## config.mk

```make
export PLATFORM = sky130hd
export DESIGN_NAME = store_trace_fifo_flat
export DESIGN_NICKNAME = d
export VERILOG_FILES = /design/src/rtl/store_trace_fifo_pkg.sv /design/src/rtl/store_trace_fifo_if.sv /design/src/rtl/store_trace_fifo_sync_fifo.sv /design/src/rtl/store_trace_fifo.sv /design/src/flat_wrapper.sv
export SDC_FILE = /design/constraint.sdc
export NUM_CORES = 1
export LEC_CHECK = 0
export BUFFER_PORTS_ARGS = -buffer_cell sky130_fd_sc_hd__buf_2
export CORE_ASPECT_RATIO = 0.6
export CORE_UTILIZATION = 60
export CTS_BUF_LIST = sky130_fd_sc_hd__clkbuf_4 sky130_fd_sc_hd__clkbuf_8 sky130_fd_sc_hd__clkbuf_16
export CTS_CLUSTER_DIAMETER = 60
export DETAILED_ROUTE_END_ITERATION = 10
export PLACE_DENSITY = 0.88
export SLEW_MARGIN = 20
export SYNTH_ARGS = -nofsm -noshare
export SYNTH_HDL_FRONTEND = slang
export SYNTH_SLANG_ARGS = --single-unit
```

## constraint.sdc

```tcl
create_clock -name clk -period 14.35 [get_ports clk]
set_clock_uncertainty 0.05 [all_clocks]
set_input_delay 2.1525 -clock clk [delete_from_list [all_inputs] [get_ports clk]]
set_output_delay 2.1525 -clock clk [all_outputs]
set_load 0.05 [all_outputs]
```

## src/rtl/store_trace_fifo_pkg.sv

```systemverilog
// Shared types and widths for the store trace tap.
package store_trace_pkg;

   typedef struct packed {
      logic [7:0]  seq;
      logic [31:0] adr;
      logic [31:0] data;
   } store_rec_t;

   localparam int SEQ_W = 8;
   localparam int OVF_W = 16;

endpackage

```

## src/rtl/store_trace_fifo_if.sv

```systemverilog
// Store tap bus: CPU store strobe in, trace record valid/ready out, plus occupancy status.
interface store_trace_fifo_if #(
   parameter int DEPTH = 8
) ();
   localparam int CW = $clog2(DEPTH) + 1;

   logic                           memwrite;
   logic [31:0]                    dataadr;
   logic [31:0]                    writedata;
   logic                           out_valid;
   logic                           out_ready;
   logic [store_trace_pkg::SEQ_W-1:0] out_seq;
   logic [31:0]                    out_adr;
   logic [31:0]                    out_data;
   logic [CW-1:0]                  count;
   logic                           full;
   logic [store_trace_pkg::OVF_W-1:0] overflow_cnt;

   // master: CPU plus consumer side; slave: the trace FIFO itself
   modport master (
      output memwrite, dataadr, writedata, out_ready,
      input  out_valid, out_seq, out_adr, out_data, count, full, overflow_cnt
   );

   modport slave (
      input  memwrite, dataadr, writedata, out_ready,
      output out_valid, out_seq, out_adr, out_data, count, full, overflow_cnt
   );
endinterface

```

## src/rtl/store_trace_fifo_sync_fifo.sv

```systemverilog
// Generic show-ahead FIFO; head visible in the cycle after the push, push+pop allowed when full.
module sync_fifo #(
   parameter type T     = logic [7:0],
   parameter int  DEPTH = 8,
   localparam int AW    = $clog2(DEPTH),
   localparam int CW    = AW + 1
) (
   input  logic          clk,
   input  logic          reset,
   input  logic          push_i,
   input  logic          pop_i,
   input  T              wdat_i,
   output T              rdat_o,
   output logic [CW-1:0] count_o,
   output logic          full_o,
   output logic          empty_o
);

   T              mem_q [DEPTH];
   logic [AW-1:0] wr_ptr_q, wr_ptr_d;
   logic [AW-1:0] rd_ptr_q, rd_ptr_d;
   logic [CW-1:0] count_q, count_d;

   always_comb begin
      wr_ptr_d = wr_ptr_q;
      rd_ptr_d = rd_ptr_q;
      count_d  = count_q;
      if (push_i) wr_ptr_d = wr_ptr_q + AW'(1);
      if (pop_i)  rd_ptr_d = rd_ptr_q + AW'(1);
      if (push_i && !pop_i)      count_d = count_q + CW'(1);
      else if (pop_i && !push_i) count_d = count_q - CW'(1);
   end

   always_ff @(posedge clk) begin
      if (reset) begin
         wr_ptr_q <= '0;
         rd_ptr_q <= '0;
         count_q  <= '0;
      end else begin
         wr_ptr_q <= wr_ptr_d;
         rd_ptr_q <= rd_ptr_d;
         count_q  <= count_d;
      end
   end

   // Storage is not reset; the count gates every read of it.
   always_ff @(posedge clk) begin
      if (!reset && push_i) mem_q[wr_ptr_q] <= wdat_i;
   end

   assign rdat_o  = mem_q[rd_ptr_q];
   assign count_o = count_q;
   assign full_o  = (count_q == CW'(DEPTH));
   assign empty_o = (count_q == '0);

endmodule

```

## src/rtl/store_trace_fifo.sv

```systemverilog
// Passive tap on CPU stores: qualifies by address, tags with a sequence number, buffers in a FIFO.
// Never stalls the CPU; a store arriving while full and not draining is dropped and counted.
module store_trace_fifo
   import store_trace_pkg::*;
#(
   parameter int          DEPTH     = 8,
   parameter logic [31:0] ADDR_BASE = 32'h0000_0000,
   parameter logic [31:0] ADDR_MASK = 32'h0000_0000
) (
   input  logic              clk,
   input  logic              reset,
   store_trace_fifo_if.slave bus
);

   localparam int CW = $clog2(DEPTH) + 1;

   logic             hit, pop, push;
   logic             fifo_full, fifo_empty;
   logic [CW-1:0]    fifo_count;
   store_rec_t       wr_rec, head_rec;
   logic [SEQ_W-1:0] seq_q, seq_d;
   logic [OVF_W-1:0] ovf_q, ovf_d;

   always_comb begin
      hit    = bus.memwrite && ((bus.dataadr & ADDR_MASK) == ADDR_BASE);
      pop    = !fifo_empty && bus.out_ready;
      push   = hit && (!fifo_full || pop);
      wr_rec = '{seq: seq_q, adr: bus.dataadr, data: bus.writedata};
      // Tags advance on every hit, so a dropped store leaves a visible gap.
      seq_d  = hit ? seq_q + SEQ_W'(1) : seq_q;
      ovf_d  = ovf_q;
      if (hit && fifo_full && !pop && (ovf_q != '1)) ovf_d = ovf_q + OVF_W'(1);
   end

   always_ff @(posedge clk) begin
      if (reset) begin
         seq_q <= '0;
         ovf_q <= '0;
      end else begin
         seq_q <= seq_d;
         ovf_q <= ovf_d;
      end
   end

   sync_fifo #(
      .T     (store_rec_t),
      .DEPTH (DEPTH)
   ) u_fifo (
      .clk     (clk),
      .reset   (reset),
      .push_i  (push),
      .pop_i   (pop),
      .wdat_i  (wr_rec),
      .rdat_o  (head_rec),
      .count_o (fifo_count),
      .full_o  (fifo_full),
      .empty_o (fifo_empty)
   );

   assign bus.out_valid    = !fifo_empty;
   assign bus.out_seq      = fifo_empty ? '0 : head_rec.seq;
   assign bus.out_adr      = fifo_empty ? '0 : head_rec.adr;
   assign bus.out_data     = fifo_empty ? '0 : head_rec.data;
   assign bus.count        = fifo_count;
   assign bus.full         = fifo_full;
   assign bus.overflow_cnt = ovf_q;

endmodule

```

## src/flat_wrapper.sv

```systemverilog
// flat-port wrapper written by rule: the top's interface ports become plain ports
module store_trace_fifo_flat import store_trace_pkg::*;
#(
   parameter int          DEPTH     = 8,
   parameter logic [31:0] ADDR_BASE = 32'h0000_0000,
   parameter logic [31:0] ADDR_MASK = 32'h0000_0000
)
  (clk, reset, bus_memwrite, bus_dataadr, bus_writedata, bus_out_ready, bus_out_valid, bus_out_seq, bus_out_adr, bus_out_data, bus_count, bus_full, bus_overflow_cnt);
  store_trace_fifo_if #(.DEPTH(DEPTH)) bus_i ();
  input  logic clk;
  input  logic reset;
  input wire logic [$bits(bus_i.memwrite)-1:0] bus_memwrite;
  input wire logic [$bits(bus_i.dataadr)-1:0] bus_dataadr;
  input wire logic [$bits(bus_i.writedata)-1:0] bus_writedata;
  input wire logic [$bits(bus_i.out_ready)-1:0] bus_out_ready;
  output wire logic [$bits(bus_i.out_valid)-1:0] bus_out_valid;
  output wire logic [$bits(bus_i.out_seq)-1:0] bus_out_seq;
  output wire logic [$bits(bus_i.out_adr)-1:0] bus_out_adr;
  output wire logic [$bits(bus_i.out_data)-1:0] bus_out_data;
  output wire logic [$bits(bus_i.count)-1:0] bus_count;
  output wire logic [$bits(bus_i.full)-1:0] bus_full;
  output wire logic [$bits(bus_i.overflow_cnt)-1:0] bus_overflow_cnt;
  assign bus_i.memwrite = bus_memwrite;
  assign bus_i.dataadr = bus_dataadr;
  assign bus_i.writedata = bus_writedata;
  assign bus_i.out_ready = bus_out_ready;
  assign bus_out_valid = bus_i.out_valid;
  assign bus_out_seq = bus_i.out_seq;
  assign bus_out_adr = bus_i.out_adr;
  assign bus_out_data = bus_i.out_data;
  assign bus_count = bus_i.count;
  assign bus_full = bus_i.full;
  assign bus_overflow_cnt = bus_i.overflow_cnt;
  store_trace_fifo #(.DEPTH(DEPTH), .ADDR_BASE(ADDR_BASE), .ADDR_MASK(ADDR_MASK)) u_core (.clk(clk), .reset(reset), .bus(bus_i));
endmodule
```

==> metrics <==
clock root buffer=sky130_fd_sc_hd__clkbuf_16; Register-to-Register Path Depth=11; largest incremental delay on the critical path=0.84 ns; CTS buffer count=52; vias per inst=6.12; number of nets in the layout=1384; synth warn=0; Final setup violation count=0; CTS tree=built; Area growth syn-to-layout=13.4%; Slew Limit Headroom=30.9%; fraction of power consumed by combinational cells=27.7%; internal power=3.28 mW; Worst Hold Launch=u_core.u_fifo.wr_ptr_q[0]; worst endpoint required time=12.15 ns; initial antenna violation count=4; slowest library cell on the worst path=sky130_fd_sc_hd__dfxtp_4; most common flop cell mapped by yosys=sky130_fd_sc_hd__edfxtp_1; insertion delay to the later sink of the worst-skew pair=0.58 ns; # fillers=2312; Synthesized Nets=1207; maximum count of clock buffers along a single path=3; core area=38300 µm²; final standard cell utilization of the core=70.2%; final weighted congestion of routability-driven global placement=0.822; critical path arrival=3.39 ns; worst reg2reg endpoint=u_core.u_fifo.count_o[3]; number of instances in the synthesized netlist=1131; power density relative to cell area=181 nW/µm²; status=completed; Peak supply drop=185 µV; CTS Hold Bufs=0; flip-flop and latch count after synthesis=613; launch point of the worst reg-to-reg path=u_core.u_fifo.count_o[0]; CP cell instances=buf_12, mux4_2, mux2i_1, nor2_1, buf_2; kind of launch point of the worst setup path=flop; Max Cap Violations=0; number of hold violations in the final report=0; worst slack after detailed placement=9.11 ns; number of vias in the routed layout=11431; overflow left after global routing=0; type of the setup path with the least slack=flop to output port; maximum number of pins on one net before global-route repair=109; fraction of layout instances using a drive strength above 1=32.9%; switching component of the power=1.57 mW; number of sinks on the clock net=613; Post-Place Cells=1767; number of search-and-repair iterations in the first detailed-routing pass=5; netlist area before placement=23700 µm²; share of synthesized flip-flops with an asynchronous set or reset=0%; Port Buffer Count=161; post-detail-place hpwl=24700 µm; Setup Total Neg Slack=0 ns; wire length of the first global-routing pass=70100 µm; instance count along the most critical hold path=2; Crit Path Max Fanout=108; die extent in x=258 µm; number of rows created at floorplan=55; Critical Path Stages=5; remaining number of nets flagged by the antenna check after routing=0; element type at the critical path end=output port; Switching Fraction=32.4%; post-CTS setup repair buffer count=0; ports placed on the boundary=162; sequential fraction of the synthesis area=76.2%; met2 track utilization from global routing=37.5%; post-cts sizing count=0; H-Tree Depth=2; busiest grt layer=met2; number of global-route vias before repair=11729; worst slew pin tran=1.04 ns; setup repair after global routing missed its margin=no; fraction of power consumed by the clock network=29.7%; Final Routed Wirelength=46000 µm; Post-route DRC=0; Max Freq=179 MHz; starting density of the core=61.9%; worst-case setup margin in the final layout=8.75 ns; worst hold path class=flop to flop; met1 Track Usage GR=34.7%; number of distinct library cells after synthesis=47; Worst Hold Path EP=u_core.u_fifo.wr_ptr_q[0]; synthesized area per cell=20.9 µm²; Die Span Y=156 µm; Worst path top cell family by delay=buffers and inverters; clock-pin slew of the registers on the worst-case setup and hold paths=0.07 ns; detailed-route wire length per cell=24.6 µm; Iter 0 DRT Violations=1077; global router's overall resource usage=23.4%; Die ar.=40300 µm²; final clock period utilization by the worst path=39.0%; met3 track utilization from global routing=3.87%; proportion of power drawn by flip-flops and latches=42.6%; number of slew-limit violations in the final report=0; reported leakage power=8.64 nW; EDFF count, synth=576; internal reg-to-reg setup slack=10.16 ns; final cell count without fillers=1868; buffers plus inverters on the worst setup path=2; clock period minus worst slack=5.60 ns
[placed cells by master (no fill, tap or decap), types with 8 or more instances in the layout]
cell,Yosys,layout
sky130_fd_sc_hd__nor2b_1,13,13
sky130_fd_sc_hd__a21oi_1,11,11
sky130_fd_sc_hd__nand2_1,21,21
sky130_fd_sc_hd__nor2_1,106,102
sky130_fd_sc_hd__xor2_1,8,8
sky130_fd_sc_hd__nand3_1,8,8
sky130_fd_sc_hd__mux4_2,144,144
sky130_fd_sc_hd__clkbuf_16,0,53
sky130_fd_sc_hd__dfxtp_1,37,34
sky130_fd_sc_hd__mux2_2,13,13
sky130_fd_sc_hd__clkinv_2,0,12
sky130_fd_sc_hd__mux2i_1,76,76
sky130_fd_sc_hd__clkinv_1,0,10
sky130_fd_sc_hd__buf_4,0,14
sky130_fd_sc_hd__edfxtp_1,576,576
sky130_fd_sc_hd__buf_2,10,161
[power groups by stage]
stage                     clock, mW  combinational, mW  sequential [mW]
after floorplan                   0               1.08             2.07
after global placement            0               1.34             2.10
after detailed placement          0               1.35             2.11
after CTS                      1.47               1.36             2.07
after global routing           1.53               1.42             2.08
final                          1.44               1.34             2.07
[area by class of cell]
class	count	area, µm²	area share (%)
repair buffers	177	942	3.51
diodes	4	10.0	0.0373
well taps	513	642	2.39
multi-input cells	458	5430	20.2
clock buffers	60	1380	5.14
inverters	6	27.5	0.103
clock inverters	37	373	1.39
flip-flops and latches	613	18000	67.2
[sequential cells by signal, summed over array words and instances, names as in the netlist, named ones only]
| name | count |
|---|---|
| u_core.u_fifo.wr_ptr_q | 3 |
| u_core.u_fifo.rd_ptr_q | 3 |
| u_core.seq_q | 8 |
| u_core.u_fifo.mem_q | 576 |
| u_core.bus.overflow_cnt | 16 |
| u_core.u_fifo.count_o | 4 |
[synthesized netlist by cell type (2+ instances only)]
master,n,area (µm²)
sky130_fd_sc_hd__a211oi_1,2,15.0
sky130_fd_sc_hd__a21oi_1,11,55.1
sky130_fd_sc_hd__and2_1,2,12.5
sky130_fd_sc_hd__buf_1,7,26.3
sky130_fd_sc_hd__buf_2,10,50.1
sky130_fd_sc_hd__clkbuf_1,34,128
sky130_fd_sc_hd__clkbuf_8,3,41.3
sky130_fd_sc_hd__dfxtp_1,37,741
sky130_fd_sc_hd__edfxtp_1,576,17300
sky130_fd_sc_hd__ha_1,7,87.6
sky130_fd_sc_hd__inv_1,4,15.0
sky130_fd_sc_hd__mux2_2,13,146
sky130_fd_sc_hd__mux2i_1,76,761
sky130_fd_sc_hd__mux4_2,144,3240
sky130_fd_sc_hd__nand2_1,21,78.8
sky130_fd_sc_hd__nand3_1,8,40.0
sky130_fd_sc_hd__nand4_1,6,37.5
sky130_fd_sc_hd__nor2_1,106,398
sky130_fd_sc_hd__nor2b_1,13,81.3
sky130_fd_sc_hd__nor3_1,3,15.0
sky130_fd_sc_hd__nor4_1,9,56.3
sky130_fd_sc_hd__nor4_2,2,25.0
sky130_fd_sc_hd__o21ai_0,3,15.0
sky130_fd_sc_hd__o311a_1,2,20.0
sky130_fd_sc_hd__or3_1,2,12.5
sky130_fd_sc_hd__xnor2_1,2,17.5
sky130_fd_sc_hd__xor2_1,8,70.1
[worst reg2reg max path: cells and delay by family, from the launching register on]
kind            cells  cell delay (ns)
buf+inv             3             1.09
simple gates        2             1.00
mux                 2             0.64
fa+ha+maj           2             0.50
flops               1             0.41
compound gates      2             0.40
[worst max-delay path by stage]
stage	endpoint	slack (ns)
after global placement	bus_out_adr[22]	9.09
after CTS	bus_out_adr[22]	8.46
final	bus_out_data[29]	8.75
after detailed placement	bus_out_adr[22]	9.11
after floorplan	u_core.u_fifo.mem_q[0][0]	4.16
after global routing	bus_out_data[29]	8.45
[metrics by stage]
stage	cell area [µm²]	total power [mW]	hold WS, ns
floorplan	23700	3.15	0.399
global placement	25100	3.44	0.414
global route	26800	5.02	0.480
CTS	26800	4.90	0.455
detailed placement	25100	3.46	0.446
finish	26900	4.85	0.451
[cells by family after synthesis]
logic type               after synthesis  synth area share, %
flip-flops                           613                 76.2
adder cells (fa/ha/maj)                8                0.454
AND/OR/NAND/NOR                      184                 3.69
AO/OA/AOI/OAI                         23                0.624
XOR/XNOR                              10                0.370
multiplexers                         233                 17.5
buffers and inverters                 60                 1.15
[layer usage]
| layer | share of wire (%) | up-vias |
|---|---|---|
| met2 | 49 | 422 |
| met5 | 0.10 | - |
| met4 | 1.5 | 6 |
| li1 | - | 4977 |
| met1 | 43 | 5958 |
| met3 | 6.3 | 68 |
Power figures use the tool's default switching activity.
